<file path="src/rtl/shift_engine_if.sv">
// rtl/shift_engine_if.sv - control/data bundle between a shift_engine and its driver
interface shift_engine_if #(
    parameter int WIDTH = 8,
    parameter int CNT_W = 8
);
    logic             shift_en;
    logic             parallel_load;
    logic [WIDTH-1:0] parallel_data_in;
    logic             serial_data_in;
    logic [1:0]       mode;
    logic             start;
    logic [CNT_W-1:0] burst_len;
    logic             busy;
    logic             done;
    logic [WIDTH-1:0] parallel_data_out;
    logic             serial_data_out;

    modport master (
        output shift_en, parallel_load, parallel_data_in, serial_data_in,
               mode, start, burst_len,
        input  busy, done, parallel_data_out, serial_data_out
    );

    modport slave (
        input  shift_en, parallel_load, parallel_data_in, serial_data_in,
               mode, start, burst_len,
        output busy, done, parallel_data_out, serial_data_out
    );
endinterface

</file>
<file path="src/rtl/shift_engine.sv">
// rtl/shift_engine.sv - WIDTH-bit shift/rotate register with burst counter
// Optional SHIFTENGINE_EDGE_DETECT_EN: shift_en treated as a raw level, synchronised and edge-detected.
module shift_engine #(
    parameter int WIDTH = 8,
    parameter int CNT_W = 8
) (
    input  logic          clk,
    input  logic          rst_n,
    shift_engine_if.slave bus
);
    typedef enum logic [1:0] {
        IDLE     = 2'd0,
        SHIFTING = 2'd1,
        DONE     = 2'd2
    } state_t;

    state_t           r_state;
    state_t           w_state_next;
    logic [CNT_W-1:0] r_cnt;
    logic [CNT_W-1:0] w_cnt_next;
    logic [WIDTH-1:0] r_data;
    logic             w_shift;

`ifdef SHIFTENGINE_EDGE_DETECT_EN
    logic r_sync1;
    logic r_sync2;
    logic r_prev;

    always_ff @(posedge clk or negedge rst_n) begin
        if (!rst_n) begin
            r_sync1 <= 1'b0;
            r_sync2 <= 1'b0;
            r_prev  <= 1'b0;
        end else begin
            r_sync1 <= bus.shift_en;
            r_sync2 <= r_sync1;
            r_prev  <= r_sync2;
        end
    end

    assign w_shift = r_sync2 & ~r_prev;
`else
    assign w_shift = bus.shift_en;
`endif

    // Load beats shift; a coinciding shift pulse is simply dropped.
    always_ff @(posedge clk or negedge rst_n) begin
        if (!rst_n) begin
            r_data <= '0;
        end else if (bus.parallel_load) begin
            r_data <= bus.parallel_data_in;
        end else if (w_shift) begin
            case (bus.mode)
                2'b00:   r_data <= {r_data[WIDTH-2:0], bus.serial_data_in};
                2'b01:   r_data <= {bus.serial_data_in, r_data[WIDTH-1:1]};
                2'b10:   r_data <= {r_data[WIDTH-2:0], r_data[WIDTH-1]};
                default: r_data <= {r_data[0], r_data[WIDTH-1:1]};
            endcase
        end
    end

    always_ff @(posedge clk or negedge rst_n) begin
        if (!rst_n) begin
            r_state <= IDLE;
            r_cnt   <= '0;
        end else begin
            r_state <= w_state_next;
            r_cnt   <= w_cnt_next;
        end
    end

    always_comb begin
        w_state_next = r_state;
        w_cnt_next   = r_cnt;
        case (r_state)
            IDLE: begin
                if (bus.start && (bus.burst_len != '0)) begin
                    w_state_next = SHIFTING;
                    w_cnt_next   = bus.burst_len;
                end
            end
            SHIFTING: begin
                if (bus.parallel_load) begin
                    w_state_next = IDLE;
                    w_cnt_next   = '0;
                end else if (w_shift) begin
                    w_cnt_next = r_cnt - CNT_W'(1);
                    if (r_cnt == CNT_W'(1)) begin
                        w_state_next = DONE;
                    end
                end
            end
            DONE: begin
                w_state_next = IDLE;
            end
            default: begin
                w_state_next = IDLE;
                w_cnt_next   = '0;
            end
        endcase
    end

    assign bus.busy              = (r_state == SHIFTING);
    assign bus.done              = (r_state == DONE);
    assign bus.parallel_data_out = r_data;
    assign bus.serial_data_out   = bus.mode[0] ? r_data[0] : r_data[WIDTH-1];
endmodule

</file>
<file path="src/flat_wrapper.sv">
// flat-port wrapper written by rule: the top's interface ports become plain ports
module shift_engine_flat 
#(
    parameter int WIDTH = 8,
    parameter int CNT_W = 8
)
  (clk, rst_n, bus_shift_en, bus_parallel_load, bus_parallel_data_in, bus_serial_data_in, bus_mode, bus_start, bus_burst_len, bus_busy, bus_done, bus_parallel_data_out, bus_serial_data_out);
  shift_engine_if #(.WIDTH(WIDTH), .CNT_W(CNT_W)) bus_i ();
  input  logic clk;
  input  logic rst_n;
  input wire logic [$bits(bus_i.shift_en)-1:0] bus_shift_en;
  input wire logic [$bits(bus_i.parallel_load)-1:0] bus_parallel_load;
  input wire logic [$bits(bus_i.parallel_data_in)-1:0] bus_parallel_data_in;
  input wire logic [$bits(bus_i.serial_data_in)-1:0] bus_serial_data_in;
  input wire logic [$bits(bus_i.mode)-1:0] bus_mode;
  input wire logic [$bits(bus_i.start)-1:0] bus_start;
  input wire logic [$bits(bus_i.burst_len)-1:0] bus_burst_len;
  output wire logic [$bits(bus_i.busy)-1:0] bus_busy;
  output wire logic [$bits(bus_i.done)-1:0] bus_done;
  output wire logic [$bits(bus_i.parallel_data_out)-1:0] bus_parallel_data_out;
  output wire logic [$bits(bus_i.serial_data_out)-1:0] bus_serial_data_out;
  assign bus_i.shift_en = bus_shift_en;
  assign bus_i.parallel_load = bus_parallel_load;
  assign bus_i.parallel_data_in = bus_parallel_data_in;
  assign bus_i.serial_data_in = bus_serial_data_in;
  assign bus_i.mode = bus_mode;
  assign bus_i.start = bus_start;
  assign bus_i.burst_len = bus_burst_len;
  assign bus_busy = bus_i.busy;
  assign bus_done = bus_i.done;
  assign bus_parallel_data_out = bus_i.parallel_data_out;
  assign bus_serial_data_out = bus_i.serial_data_out;
  shift_engine #(.WIDTH(WIDTH), .CNT_W(CNT_W)) u_core (.clk(clk), .rst_n(rst_n), .bus(bus_i));
endmodule
</file>
<file path="config.mk">
export PLATFORM = sky130hd
export DESIGN_NAME = shift_engine_flat
export DESIGN_NICKNAME = d
export VERILOG_FILES = /design/src/rtl/shift_engine_if.sv /design/src/rtl/shift_engine.sv /design/src/flat_wrapper.sv
export SDC_FILE = /design/constraint.sdc
export NUM_CORES = 1
export LEC_CHECK = 0
export CORE_MARGIN = 1.5
export CORE_UTILIZATION = 60
export CTS_BUF_LIST = sky130_fd_sc_hd__clkbuf_2 sky130_fd_sc_hd__clkbuf_4 sky130_fd_sc_hd__clkbuf_8
export DETAILED_ROUTE_END_ITERATION = 10
export DONT_BUFFER_PORTS = 1
export PLACE_DENSITY = 0.84
export SLEW_MARGIN = 20
export SYNTH_ARGS = -nofsm -noshare
export SYNTH_HDL_FRONTEND = slang
export SYNTH_SLANG_ARGS = --single-unit
</file>
<file path="constraint.sdc">
create_clock -name clk -period 1.9 [get_ports clk]
set_input_delay 0 -clock clk [delete_from_list [all_inputs] [get_ports clk]]
set_output_delay 0 -clock clk [all_outputs]
set_load 0.05 [all_outputs]
</file>
# Word level (Yosys, flattened, before mapping)
# Cells that the tools add are included.
[classes]
addsub = 1
eq_ne = 8
muxes = 13
n_bitwise = 1
reduce_logical = 7
[ops]
columns = ["cell", "count"]
rows = [
  ["$pmux 8 s3", 2],
  ["$mux 8", 5],
  ["$eq 8x1->1 const B", 1],
  ["$mux 2", 4],
  ["$reduce_bool 8->1", 1],
  ["$sub 8x1->8 const B", 1],
  ["$reduce_and 3->1", 2],
  ["$eq 2x1->1 const B", 2],
  ["$eq 2x2->1 const B", 2],
  ["$logic_not 2->1", 2],
  ["$pmux 2 s2", 1],
  ["$ne 3x2->1 const B", 1],
  ["$ne 3x3->1 const B", 1],
  ["$ne 2x1->1 const B", 1],
  ["$reduce_bool 2->1", 1],
  ["$logic_and 1x1->1", 1],
  ["$mux 1", 1],
  ["$not 1->1", 1],
]
[word_totals]
reg_bits = 18
inputBits = 24
word_cells = 33

# Depth between registers and ports, before layout
[depth]
word_depth = 5
depth_mapped = 6

# Worst setup path before layout
# Ideal clock, no wire load.
[synth_timing]
kind = "register to register"
from = "register u_core.r_cnt[0]"
to = "register u_core.r_cnt[6]"
setup_time_ns = 0.134
t_arrival_ns = 1.516
slack_ns = 0.249
path_stages_with_launch = 7
path_buffers = 0
period_less_slack_ns = 1.651
path_cell_list = "dfrtp_1 > inv_1 > ha_1 > or3b_1 > o211a_1 > a211oi_1 > o2bb2ai_1"
[synth_between]
elab_chain_len = 4
[synth_rtl]
columns = ["item", "line_no", "source"]
rows = [
  ["from (decl)", "shift_engine.sv:19", "logic [CNT_W-1:0] r_cnt;"],
  ["from (signal assigned)", "shift_engine.sv:68", "r_cnt <= w_cnt_next;"],
  ["$sub 8x1->8", "shift_engine.sv:87", "w_cnt_next = r_cnt - CNT_W'(1);"],
  ["$mux 8", "shift_engine.sv:86", "end else if (w_shift) begin"],
  ["$mux 8", "shift_engine.sv:83", "if (bus.parallel_load) begin"],
  ["$pmux 8 s3", "shift_engine.sv:75", "case (r_state)"],
]
# No other way between the ends. The select of a mux whose other input is x is not followed.
# A chain may end at the register's enable or synchronous reset.

# Worst setup path after layout
[layout_timing]
from = "register u_core.r_data[0] (netlist: u_core.bus.parallel_data_out[0])"
to = "register u_core.r_data[7] (netlist: u_core.bus.parallel_data_out[7])"
[layout_between]
elab_chain_len = 3
[layout_rtl]
columns = ["item", "line_no", "source"]
rows = [
  ["from (decl)", "shift_engine.sv:21", "logic [WIDTH-1:0] r_data;"],
  ["from (signal assigned)", "shift_engine.sv:51", "r_data <= bus.parallel_data_in;"],
  ["from (signal assigned)", "shift_engine.sv:54", "2'b00: r_data <= {r_data[WIDTH-2:0], bus.serial_data_in};"],
  ["from (signal assigned)", "shift_engine.sv:55", "2'b01: r_data <= {bus.serial_data_in, r_data[WIDTH-1:1]};"],
  ["$pmux 8 s3", "shift_engine.sv:53", "case (bus.mode)"],
  ["$mux 8", "shift_engine.sv:52", "end else if (w_shift) begin"],
  ["$mux 8", "shift_engine.sv:50", "end else if (bus.parallel_load) begin"],
]
# No other way between the ends. The select of a mux whose other input is x is not followed.

==> reports/results.ini <==
[route]
detail_route.iter0.violations = 68
first_pass_iters = 4
vias_per_cell = 6.41
drc = 0
vias = 1167
wirelength_mm = 3.38
ant_nets = 0
wl_per_cell_um = 18.6

[critical_path]
required_ps = 2150
worstSetupPathType = reg -> reg
crit_path_end_kind = flip-flop
critical-path-top-delay-family = flip-flops
rrSetupSlack_ps = 80
max_stage_delay_ps = 570
worstPathCellList = mux2i_1 > a21oi_1 > mux2i_1 > o21ai_0 > dlygate4sd3_1
crit_path_start_kind = flip-flop
slowest_stage = dfrtp_2
r2r-start = u_core.bus.parallel_data_out[0]$_DFFE_PN0P_
arrival_ps = 2080
critPathMostFrequentCell = mux2i_1
reg2regPathDepth = 5
crit_path_max_fanout = 5
critical_path_buf_inv_count = 1
rr_endpoint = u_core.bus.parallel_data_out[7]$_DFFE_PN0P_

[yosys]
ys_seq_area_share_pct = 38.7
synthesis.nets = 157
avgSynthCellArea_um2 = 8.89
synth-seq-cells = 18
synth_area_um2 = 1160
synthCells = 131
ys_types = 34
ys_warn_count = 0

[layout]
fillerInstances = 106
design_area_um2 = 1490
final_common_cell = dlygate4sd3_1
layout-drive-gt1-share_pct = 14.0
n_antenna_cell = 0
final_cell_mix = 25 x dlygate4sd3_1, 16 x nand2_1, 16 x o21ai_0, 13 x dfrtp_1, 10 x mux2i_1
area_growth_pct = 27.6
final_nets = 184

[min_path]
hold_path_startpoint = bus_mode[0]
hold_depth = 3
hold_path.class = in -> reg
min_to = u_core.bus.parallel_data_out[0]$_DFFE_PN0P_

[grt]
first_global_vias = 1067
grt.total_usage_pct = 33.5
grt_overflow = 0
grt_start_max_net_pins = 19
grt_pass1_wl_mm = 5.07
antenna_found_initial = 0

[timing]
slew_headroom_pct = 45.8
min_period_ps = 1820
finalSetupTns_ps = 0
finalMaxSlewViolations = 0
hold_violations = 1
skew_ps = 1.40
hold_ws_ps = -3.51
tightest_slew_ps = 811
finalSetupViolCount = 0
max_freq_mhz = 549
worst_slack_ps = 77.7
post-route-period-util_pct = 95.9

[place]
place_area_um2 = 1170
io_buffers = 0
gp_congestion = 0.899
preCtsSetupSlack_ps = 120
place_hpwl_mm = 1.85

[die]
design.die.area_um2 = 2210
die-height_um = 47.1
ios = 35
fp.dieW_um = 47.1
row_count = 15
core_area_um2 = 1780
start_util_pct = 65.3

[pwr]
pwr_density_cell_nw_per_um2 = 961
vdd_drop_max_uv = 716
finalPower_mw = 1.43
p_leak_nw = 0.641

[cts]
cts_tree = built
cts.sinks = 18
path_clk_slew_ps = 110
cts-root-buf = clkbuf_4
cts_max_level = 1
cts.path.max_buffers = 2
numCtsBuffers = 3
clk_latency_ps = 310

[outcome]
status = complete, but fails checks
violations = hold timing

[job]
cap_violations = 0

[worst register-to-register path: cells and delay by family, from the launching register on]
kind            cells  cell delay [ps]
flops               1              570
buf+inv             1              560
compound gates      2              380
mux                 2              260
[layer usage]
metal / vias to the layer above / share of wire, % / global-route usage, %
met4: 0 / 2.2 / 10.6
met5: - / 0 / 0
met1: 541 / 39 / 40.3
met2: 77 / 50 / 59.2
li1: 537 / - / -
met3: 12 / 8.9 / 7.69
[layout make-up]
cell class	count	area [um2]	area share, %
Multi-Input combinational cell	98	648	43.6
Inverter	7	26.3	1.77
Sequential cell	18	457	30.7
Clock buffer	4	36.3	2.44
Timing Repair Buffer	30	288	19.4
Tap cell	25	31.3	2.10
[cell usage after synthesis]
| cell | instances | area share [%] |
|---|---|---|
| buf_4 | 1 | 0.64 |
| and2_0 | 1 | 0.54 |
| a2111o_1 | 1 | 0.97 |
| nor3b_2 | 1 | 1.1 |
| mux2_2 | 1 | 0.97 |
| clkbuf_1 | 4 | 1.3 |
| nor3_1 | 3 | 1.3 |
| o21ai_0 | 16 | 6.9 |
| or3_2 | 1 | 0.64 |
| a2bb2oi_1 | 1 | 0.75 |
| nor4_1 | 5 | 2.7 |
| ha_1 | 2 | 2.1 |
| nand3_1 | 1 | 0.43 |
| mux2i_1 | 10 | 8.6 |
| nor2_1 | 7 | 2.3 |
| inv_1 | 7 | 2.3 |
| o211a_1 | 2 | 1.7 |
| nor3b_1 | 1 | 0.64 |
| a22oi_1 | 1 | 0.64 |
| dfrtp_1 | 18 | 39 |
| or3b_1 | 2 | 1.5 |
| nor2b_1 | 1 | 0.54 |
| a32oi_1 | 2 | 1.5 |
| or2_2 | 1 | 0.54 |
| buf_6 | 2 | 1.9 |
| a21oi_1 | 7 | 3.0 |
| a211oi_1 | 2 | 1.3 |
| nand2_1 | 16 | 5.2 |
| or4_4 | 1 | 0.97 |
| o2bb2ai_1 | 7 | 5.3 |
| o31ai_1 | 2 | 1.3 |
| o21ai_1 | 1 | 0.43 |
| o22ai_1 | 2 | 1.1 |
| buf_2 | 1 | 0.43 |
[how the worst max path moves through the flow]
stage	start	endpoint	slack, ps	cells after the start
final	u_core.bus.parallel_data_out[0]$_DFFE_PN0P_	u_core.bus.parallel_data_out[7]$_DFFE_PN0P_	80	5
after global routing	u_core.r_cnt[0]$_DFFE_PN0P_	u_core.r_cnt[6]$_DFFE_PN0P_	-5	6
after CTS	u_core.bus.parallel_data_out[0]$_DFFE_PN0P_	u_core.bus.parallel_data_out[7]$_DFFE_PN0P_	20	5
after detailed placement	u_core.r_cnt[0]$_DFFE_PN0P_	u_core.r_cnt[6]$_DFFE_PN0P_	120	6
after global placement	u_core.r_cnt[0]$_DFFE_PN0P_	u_core.r_cnt[6]$_DFFE_PN0P_	190	6
after floorplan	u_core.r_cnt[0]$_DFFE_PN0P_	u_core.r_cnt[6]$_DFFE_PN0P_	250	6
[power by group]
part	switching (mW)	total [mW]	internal, mW
combinational	0.281	0.534	0.253
sequential	0.175	0.642	0.467
clock	0.134	0.252	0.117
total	0.590	1.43	0.838
[sequential cells by signal, summed over array words and instances, names as in the netlist]
signal / flops
u_core.bus.parallel_data_out: 8
u_core.r_cnt: 8
u_core.r_state: 2
[kinds of logic (layout without fill, tap and decap cells)]
family / Yosys count / count (layout) / synth area share, %
AO/OA/AOI/OAI: 44 / 44 / 24.8
adder cells (fa/ha/maj): 2 / 2 / 2.15
buffers and inverters: 15 / 41 / 6.55
flip-flops: 18 / 18 / 38.7
multiplexers: 11 / 11 / 9.56
AND/OR/NAND/NOR: 41 / 41 / 18.3
[through the flow]
| step | hold WS (ps) | std cells | util [%] |
|---|---|---|---|
| after global routing | 45.6 | 182 | 83.4 |
| after global placement | -295 | 151 | 65.5 |
| final | -3.51 | 182 | 83.4 |
| after detailed placement | -295 | 151 | 65.5 |
| after floorplan | -296 | 131 | - |
| after CTS | 14.9 | 180 | 81.6 |
[repair_timing]
action | CTS | global route
gates resized for setup | 0 | 8
setup buffers | 0 | 2
setup endpoints to repair | 0 | 5
hold buffers | 25 | 0
hold endpoints to repair | 35 | 0
Note: power is estimated with default switching activity, not from simulation.
